===== src/rtl/i2s_mic_rx.sv =====
// I2S master receiver for a 24-bit MEMS microphone (64 SCK per frame).
// Generates SCK/WS, deserialises the selected slot, applies a runtime gain
// with 16-bit signed saturation and emits one sample strobe per frame.
//
// Output handshake: data/sat are valid in the single cycle data_we is high.
// There is no ready input; the consumer must take every strobe. data holds
// its last value between strobes.
module i2s_mic_rx #(
    parameter int CLK_DIV        = 8,
    parameter int STARTUP_FRAMES = 4096
) (
    input  logic        clk,
    input  logic        reset_p,
    input  logic        i2s_sd,
    input  logic        chan_sel,
    input  logic [2:0]  gain,
    output logic        i2s_sck,
    output logic        i2s_ws,
    output logic [15:0] data,
    output logic        data_we,
    output logic        sat,
    output logic        running
);

    typedef enum logic {
        ST_STARTUP = 1'b0,
        ST_RUN     = 1'b1
    } state_t;

    localparam logic [7:0]  DIV_LAST   = 8'(CLK_DIV - 1);
    localparam logic [12:0] LAST_FRAME = (STARTUP_FRAMES > 0) ? 13'(STARTUP_FRAMES - 1) : 13'd0;
    localparam logic signed [23:0] S16_MAX = 24'sd32767;
    localparam logic signed [23:0] S16_MIN = -24'sd32768;

    state_t      state_q, state_d;
    logic [7:0]  div_cnt_q, div_cnt_d;
    logic        sck_q, sck_d;
    logic [5:0]  bit_cnt_q, bit_cnt_d;
    logic        sd_r_q, sd_r_d;
    logic [23:0] sr_q, sr_d;
    logic        chan_q, chan_d;
    logic [2:0]  gain_q, gain_d;
    logic        pend_q, pend_d;
    logic [12:0] frame_cnt_q, frame_cnt_d;
    logic [15:0] data_q, data_d;
    logic        we_q, we_d;
    logic        sat_q, sat_d;

    logic        tick;
    logic        sck_rise;
    logic        sck_fall;
    logic        wrap;
    logic [4:0]  slot;
    logic        cap;
    logic [3:0]  shamt;
    logic signed [23:0] scaled;
    logic [15:0] sample;
    logic        clip;

    // Clock divider, bit counter, per-frame latches and the capture shifter
    always_comb begin
        tick      = (div_cnt_q == DIV_LAST);
        sck_rise  = tick && !sck_q;
        sck_fall  = tick && sck_q;
        wrap      = sck_fall && (bit_cnt_q == 6'd63);
        slot      = bit_cnt_q[4:0];
        cap       = sck_rise && (slot >= 5'd1) && (slot <= 5'd24) && (bit_cnt_q[5] == chan_q);

        div_cnt_d = div_cnt_q + 8'd1;
        sck_d     = sck_q;
        bit_cnt_d = bit_cnt_q;
        sd_r_d    = i2s_sd;
        sr_d      = sr_q;
        chan_d    = chan_q;
        gain_d    = gain_q;
        pend_d    = cap && (slot == 5'd24);

        if (tick) begin
            div_cnt_d = 8'd0;
            sck_d     = ~sck_q;
        end
        if (sck_fall) begin
            bit_cnt_d = bit_cnt_q + 6'd1;
        end
        if (wrap) begin
            chan_d = chan_sel;
            gain_d = gain;
        end
        if (cap) begin
            sr_d = {sr_q[22:0], sd_r_q};
        end
    end

    // Gain scaling: arithmetic right shift by (8 - gain), then clamp to 16 bits
    always_comb begin
        shamt  = 4'd8 - {1'b0, gain_q};
        scaled = $signed(sr_q) >>> shamt;
        sample = scaled[15:0];
        clip   = 1'b0;
        if (scaled > S16_MAX) begin
            sample = 16'h7FFF;
            clip   = 1'b1;
        end else if (scaled < S16_MIN) begin
            sample = 16'h8000;
            clip   = 1'b1;
        end
    end

    // Startup/run FSM: suppress strobes until the microphone has woken up
    always_comb begin
        state_d     = state_q;
        frame_cnt_d = frame_cnt_q;
        data_d      = data_q;
        we_d        = 1'b0;
        sat_d       = 1'b0;
        case (state_q)
            ST_STARTUP: begin
                if (wrap) begin
                    frame_cnt_d = frame_cnt_q + 13'd1;
                end
                if (STARTUP_FRAMES == 0) begin
                    state_d = ST_RUN;
                end else if (wrap && (frame_cnt_q == LAST_FRAME)) begin
                    state_d = ST_RUN;
                end
            end
            ST_RUN: begin
                if (pend_q) begin
                    we_d   = 1'b1;
                    sat_d  = clip;
                    data_d = sample;
                end
            end
            default: state_d = ST_STARTUP;
        endcase
    end

    // All state registers; a reset anywhere in a word discards it
    always_ff @(posedge clk) begin
        if (reset_p) begin
            state_q     <= ST_STARTUP;
            div_cnt_q   <= 8'd0;
            sck_q       <= 1'b0;
            bit_cnt_q   <= 6'd0;
            sd_r_q      <= 1'b0;
            sr_q        <= 24'd0;
            chan_q      <= 1'b0;
            gain_q      <= 3'd0;
            pend_q      <= 1'b0;
            frame_cnt_q <= 13'd0;
            data_q      <= 16'd0;
            we_q        <= 1'b0;
            sat_q       <= 1'b0;
        end else begin
            state_q     <= state_d;
            div_cnt_q   <= div_cnt_d;
            sck_q       <= sck_d;
            bit_cnt_q   <= bit_cnt_d;
            sd_r_q      <= sd_r_d;
            sr_q        <= sr_d;
            chan_q      <= chan_d;
            gain_q      <= gain_d;
            pend_q      <= pend_d;
            frame_cnt_q <= frame_cnt_d;
            data_q      <= data_d;
            we_q        <= we_d;
            sat_q       <= sat_d;
        end
    end

    assign i2s_sck = sck_q;
    assign i2s_ws  = bit_cnt_q[5];
    assign data    = data_q;
    assign data_we = we_q;
    assign sat     = sat_q;
    assign running = (state_q == ST_RUN);

endmodule

===== config.mk =====
export PLATFORM = sky130hd
export DESIGN_NAME = i2s_mic_rx
export DESIGN_NICKNAME = d
export VERILOG_FILES = /design/src/rtl/i2s_mic_rx.sv
export SDC_FILE = /design/constraint.sdc
export NUM_CORES = 1
export LEC_CHECK = 0
export CORE_MARGIN = 2
export CORE_UTILIZATION = 45
export DETAILED_ROUTE_END_ITERATION = 7
export GPL_ROUTABILITY_DRIVEN = 0
export PLACE_DENSITY = 0.62
export SYNTH_ARGS = -nofsm -noshare
export SYNTH_HDL_FRONTEND = slang
export SYNTH_SLANG_ARGS = --single-unit

===== constraint.sdc =====
create_clock -name clk -period 3.14 [get_ports clk]
set_clock_uncertainty 0.1 [all_clocks]
set_input_delay 0.628 -clock clk [delete_from_list [all_inputs] [get_ports clk]]
set_output_delay 0.628 -clock clk [all_outputs]
set_load 0.1 [all_outputs]

==> results.md, run 1 <==
- Slew @ Worst Pin: between 0.6 and 0.7 ns
- DR pass1 iterations: 6
- Worst hold start: sd_r_q
- Switching power total: 0.000420 W
- Post-synthesis adder-cell area fraction: 0.0171
- Syn_area_per_cell: ~9.0 um^2
- # IOs: 28
- Clock Tree Buf Depth: 2
- Final Total Pwr: roughly 0.0017 W
- PostCTS Resize Cnt: 0
- Clk Latency, worst-skew pair: between 0.3 and 0.4 ns
- Syn Nets: roughly 500
- Mux contribution to synthesized area: 0.165
- Reg2reg path depth: 7
- Total Routing Usage GR: 0.175
- Finished Layout Cells: 646
- Area Growth Syn to Fin: 9.56%
- Port Buf Inserts: 27
- Wire length per cell: 13.3 um
- Fraction of layout cells with a size suffix above 1: 0.187
- Hold Crit Depth: 2
- # Max-Cap Violations: 0
- Initial DRC Count: ~130
- CP Launch Type: flop
- Yosys warns: 0
- Post-Synth XOR/XNOR Area: 0.0416
- Status: completed
- RSZ-0062 raised after global routing: no
- CP max stage delay: between 0.7 and 0.8 ns
- Post-Syn Area: approximately 4400 um^2
- Seq/Total Area, Yosys: 0.351
- Rel. slew slack: 0.566
- Finish-stage setup viols: 0
- Via count: 3438
- #FFs+latches synth: between 70 and 80
- Ys async rst share: 0
- Clock share of power: 0.403
- Worst hold slack: 0.356 ns
- Flop pwr share: 0.577
- Total congestion overflow: 0
- Final worst setup slack: between 0.2 and 0.3 ns
- Most frequent cells in the layout: 99 x nand2_1, 77 x dfxtp_1, 52 x nor2_1, 39 x a21oi_1, 35 x buf_4
- Int Pwr: roughly 0.0013 W
- Max Fclk: between 0.3 and 0.4 GHz
- Required @ worst endpoint: 3.25 ns
- Inst Count DP: 630
- Most common cell after layout, fill and taps aside: nand2_1
- Worst hold endpoint: sr_q[0]
- Core area: about 9600 um^2
- Largest family of logic cells by synthesized area: simple AND/OR/NAND/NOR gates
- Initial antenna violation count: 0
- Number of placement rows: 36
- Die ar.: between 10000 and 15000 um^2
- # nets final: around 520
- Ordered cell list for the critical path: buf_4 > mux4_1 > nor4_2 > a21oi_2 > o311ai_4 > buf_4 > o311ai_0
- Chip width: between 100 and 150 um
- Final hold violation count: 0
- Clk sinks: 77
- CTS tree: yes
- CP Data Arrival Time: slightly below 3 ns
- Compound-Gate Fraction of Synth Area: 0.145
- Slowest-stage cell, CP: mux4_1
- Post-synthesis cell type count: 56
- Pleak: between 1.5 and 2 nW
- Antenna cells: 0
- Initial Util: 0.457
- CTS Hold Bufs: 0
- Fin crit period: approximately 2.9 ns
- Pwr dens: around 350 nW/um^2
- Post-DP HPWL: 6080 um
- Final period util: 0.912
- DRC Markers: 0
- First-pass GRT wire length: 14700 um
- Clk slew on worst S/H paths: 0.09 ns
- Routed vias/inst: 5.32
- FF-to-FF setup slack: between 0.2 and 0.3 ns
- Root Driver: clkbuf_8
- Crit-path most repeated cell: buf_4
- TNS Setup: 0 ns
- Crit path kind: flop to flop
- CTS H-tree lvls: 3
- Synth Flop Type: dfxtp_1
- Worst r2r src: gain_q[0]
- VDD IR max: 266 uV
- Worst Hold Class: flop to flop
- Logic gate share of total power: 0.020
- CTS buffer count: 9
- Fin. max-slew vios: 0
- Post-CTS Setup Inserts: 0
- Synthesized instance count: about 500
- Placement Setup Slack: roughly 0.3 ns
- Number of flops mapped to enable cells by yosys: 0
- CP Capture Type: flop
- Largest net degree at the start of global routing: 59
- Antenna-violating nets left: 0
- Die Y: ~100 um
- Switch share: 0.246
- Vias in the first global route: roughly 3200
- Simple-Gate Fraction of Synth Area: 0.218
- R2r endpoint: data[2]
- CP Max Fanout: 30
- Routed Wire Length: ~8600 um
==> cell type report <==
class,instances,area [um^2]
fill,954,4790
multi-input combinational,370,2570
sequential,77,1540
timing repair buffer,41,318
tap,133,166
clock buffer,10,128
clock inverter,6,46.3
inverter,9,33.8
==> worst max-delay path, delay by kind of cell, from the launching register on <==
family	cells	cell delay, ns
AO/OA/AOI/OAI	3	0.53
flip-flops	1	0.33
AND/OR/NAND/NOR	1	0.34
buffers and inverters	2	0.67
multiplexers	1	0.73
==> routing by layer <==
metal	GRT usage	part of all wire	wire length, um
met1	0.244	0.51	4420
met2	0.273	0.44	3760
met3	0.0400	0.035	299
met4	0.0536	0.013	111
met5	0	0	0
==> power groups by stage <==
| stage | sequential, W | combinational (W) | clock, W |
|---|---|---|---|
| global route | 0.000984 | 0.0000393 | 0.000755 |
| floorplan | 0.00101 | 0.0000214 | 0 |
| detailed placement | 0.00101 | 0.0000351 | 0 |
| global placement | 0.00101 | 0.0000349 | 0 |
| CTS | 0.000983 | 0.0000352 | 0.000716 |
| finish | 0.000983 | 0.0000346 | 0.000687 |
==> cell families (layout without fill, tap and decap cells) <==
| kind of cell | Yosys count | count (layout) |
|---|---|---|
| and+or+nand+nor | 216 | 216 |
| AOI/OAI and AO/OA | 82 | 82 |
| DFF | 77 | 77 |
| muxes | 46 | 46 |
| buffers and inverters | 41 | 66 |
| xor gates and xnor gates | 20 | 20 |
| adders and majority gates | 6 | 6 |
==> registers in the layout (all words and copies together), names as in the netlist, 3 cells and up <==
register / cells
bit_cnt_q: 6
sr_q: 24
gain_q: 3
data: 16
frame_cnt_q: 13
div_cnt_q: 8
==> synth_stat cells (6+ instances only) <==
cell      count  area [um^2]
nand2_1      99          372
dfxtp_1      77         1540
nor2_1       52          195
a21oi_1      39          195
mux2i_1      20          200
mux4_2       19          428
nand3_1      16         80.1
nor3_1       15         75.1
clkbuf_1     13         48.8
xnor2_1      10         87.6
inv_1         9         33.8
xor2_1        9         78.8
o21ai_0       8         40.0
o311ai_2      8          130
ha_1          6         75.1
mux2_2        6         67.6
nand4_1       6         37.5
==> stage by stage <==
stage,cell area [um^2],util
2_1_floorplan,4390,-
3_3_place_gp,4630,0.483
3_5_place_dp,4630,0.483
4_1_cts,4810,0.501
5_1_grt,4810,0.501
6_report,4810,0.501
==> worst max path at each step <==
stage          slack (ns)        to  startpoint  depth (start not counted)
2_1_floorplan        0.49  data[10]   gain_q[0]                         11
3_3_place_gp         0.42   data[2]   gain_q[0]                          7
3_5_place_dp         0.31   data[2]   gain_q[0]                          7
4_1_cts              0.27   data[2]   gain_q[0]                          7
5_1_grt              0.07   data[3]   gain_q[0]                          7
6_report             0.28   data[2]   gain_q[0]                          7
No activity file was read; power rests on OpenSTA's default activity.
==> inputs of run 2 (changes only) <==
Settings changed: REMOVE_ABC_BUFFERS set to 1.
Clock period 3.14 ns to 3 ns, I/O delays scaled along.
==> run 2 against run 1 <==
Net effect:
- total power increased by 14%
- sequential power increased by 5%
- first-iteration DRC count increased by 13%
- cell count increased by 0.31%
- clock-buffer cell count unchanged
- clock power increased by 29%
- flip-flop and latch count unchanged
- register-to-register slack got worse by 0.06 ns
- utilization increased by 0.69 points
- die area unchanged
==> results.md, run 2 (same netlist as run 1, synthesis figures left out) <==
- Register with the most flip-flops: sr_q
- Post-DP HPWL: 6060 um
- Worst r2r src: gain_q[0]
- VDD IR max: between 200 and 300 uV
- Via count: 3418
- Switching power total: 0.000435 W
- Worst hold endpoint: sr_q[0]
- Switch share: 0.223
- Fill count: 920
- Initial antenna violation count: 0
- CP max stage delay: ~0.51 ns
- Ordered cell list for the critical path: inv_1 > ha_2 > mux4_1 > nor4_2 > a21oi_2 > o311ai_4 > buf_4 > o311ai_0
- CP Capture Type: flop
- Most frequent cells in the layout: 99 x nand2_1, 77 x dfxtp_1, 52 x nor2_1, 39 x a21oi_1, 37 x buf_4
- Routed vias/inst: 5.27
- FF-to-FF setup slack: between 0.2 and 0.25 ns
- Final hold violation count: 0
- Crit path kind: flop to flop
- Cell area after layout: 4870 um^2
- Port Buf Inserts: 27
- CP Max Fanout: 15
- Worst hold start: sd_r_q
- Wire length per cell: ~13 um
- CTS tree: yes
- Clock share of power: 0.454
- Number of flip-flops in the largest register: 24
- Highest routed layer: met4
- RSZ-0062 raised after global routing: no
- Metal-1 WL: 4090 um
- TNS Setup: 0 ns
- Hold Crit Depth: 2
- Total congestion overflow: 0
- Root Driver: clkbuf_8
- Initial DRC Count: approximately 140
- DRC Markers: 0
- Reg2reg path depth: 8
- Number of placement rows: 36
- Clk sinks: 77
- Clk slew on worst S/H paths: roughly 0.090 ns
- CTS H-tree lvls: 3
- Die ar.: around 11000 um^2
- CP Launch Type: flop
- Clk Latency, worst-skew pair: roughly 0.36 ns
- Routed Wire Length: 8540 um
- Area occupied by multi-input gates: 2570 um^2
- Core area: between 9000 and 10000 um^2
- Slowest-stage cell, CP: ha_2
- Fin crit period: roughly 2.8 ns
- Worst Hold Class: flop to flop
- Total Routing Usage GR: 0.173
- Fraction of layout cells with a size suffix above 1: 0.192
- # nets final: 523
- Finish-stage setup viols: 0
- Final period util: 0.928
- Required @ worst endpoint: between 3 and 4 ns
- Antenna cells: 0
- Area Growth Syn to Fin: 11.1%
- DR pass1 iterations: 6
- # Max-Cap Violations: 0
- Logic gate share of total power: 0.018
- Antenna-violating nets left: 0
- Initial Util: 0.457
- Slew @ Worst Pin: ~1.2 ns
- Largest net degree at the start of global routing: 37
- Flop pwr share: 0.528
- Seq. cell area: 1540 um^2
- Pleak: between 1.5 and 2 nW
- Met2 wire len: 3950 um
- R2r endpoint: data[1]
- Clock Tree Buf Depth: 2
- Vias in the first global route: between 3000 and 4000
- # IOs: 28
- Rel. slew slack: 0.173
- Fin. max-slew vios: 0
- Int Pwr: roughly 0.0015 W
- Status: completed
- Most common cell after layout, fill and taps aside: nand2_1
- Final Total Pwr: 0.00195 W
- Pwr dens: around 400 nW/um^2
- DP Area: approximately 4600 um^2
- Die Y: around 100 um
- CP Data Arrival Time: roughly 2.9 ns
- Post-CTS Setup Inserts: 0
- CTS buffer count: 9
- First-pass GRT wire length: 14600 um
- DR WL met3: around 380 um
- Chip width: slightly above 100 um
- Max Fclk: approximately 0.36 GHz
[run 2: through the flow]
stage          setup slack, ns  hold slack [ns]   util  std cells
2_1_floorplan            -1.27            0.316      -        456
3_3_place_gp             0.205            0.324  0.484        632
3_5_place_dp             0.121            0.333  0.484        632
4_1_cts                 0.0797            0.348  0.508        648
5_1_grt                 0.0468            0.394  0.508        648
6_report                 0.217            0.345  0.508        648
[run 2: area by class of cell]
class,count,area share
Clock buffer,10,0.0262
Clock inverter,6,0.0195
Inverter,9,0.00693
Multi-Input combinational cell,370,0.529
Sequential cell,77,0.316
Tap cell,133,0.0342
Timing Repair Buffer,43,0.0683
[run 2: what timing repair did]
item	4_1_cts	5_1_grt
hold buffers	0	0
setup endpoints to repair	0	15
gates resized for setup	0	1
[run 2: worst max-delay path by stage]
| stage | to | depth (start not counted) | from |
|---|---|---|---|
| finish | data[1] | 8 | gain_q[0] |
| global route | data[2] | 8 | gain_q[0] |
| CTS | data[1] | 8 | gain_q[0] |
| detailed placement | data[1] | 8 | gain_q[0] |
| global placement | data[3] | 8 | gain_q[0] |
| floorplan | data[0] | 7 | gain_q[0] |
[run 2: power groups by stage]
stage          combinational (W)  sequential, W  clock (W)
5_1_grt                0.0000399        0.00103   0.000952
3_5_place_dp           0.0000355        0.00105          0
2_1_floorplan          0.0000117        0.00105          0
6_report               0.0000349        0.00103   0.000885
3_3_place_gp           0.0000354        0.00105          0
4_1_cts                0.0000355        0.00103   0.000912
[run 2: critical path, delay by kind of cell, from the launching register on]
kind            cells  cell delay (ns)
flops               1             0.43
buf+inv             2             0.37
compound gates      3             0.48
mux                 1             0.44
simple gates        1             0.31
fa+ha+maj           1             0.51
[run 2: metal layers]
| layer | vias to the layer above | track usage |
|---|---|---|
| met5 | - | 0 |
| met4 | 0 | 0.0607 |
| li1 | 1770 | - |
| met1 | 1577 | 0.228 |
| met3 | 11 | 0.0380 |
| met2 | 60 | 0.281 |
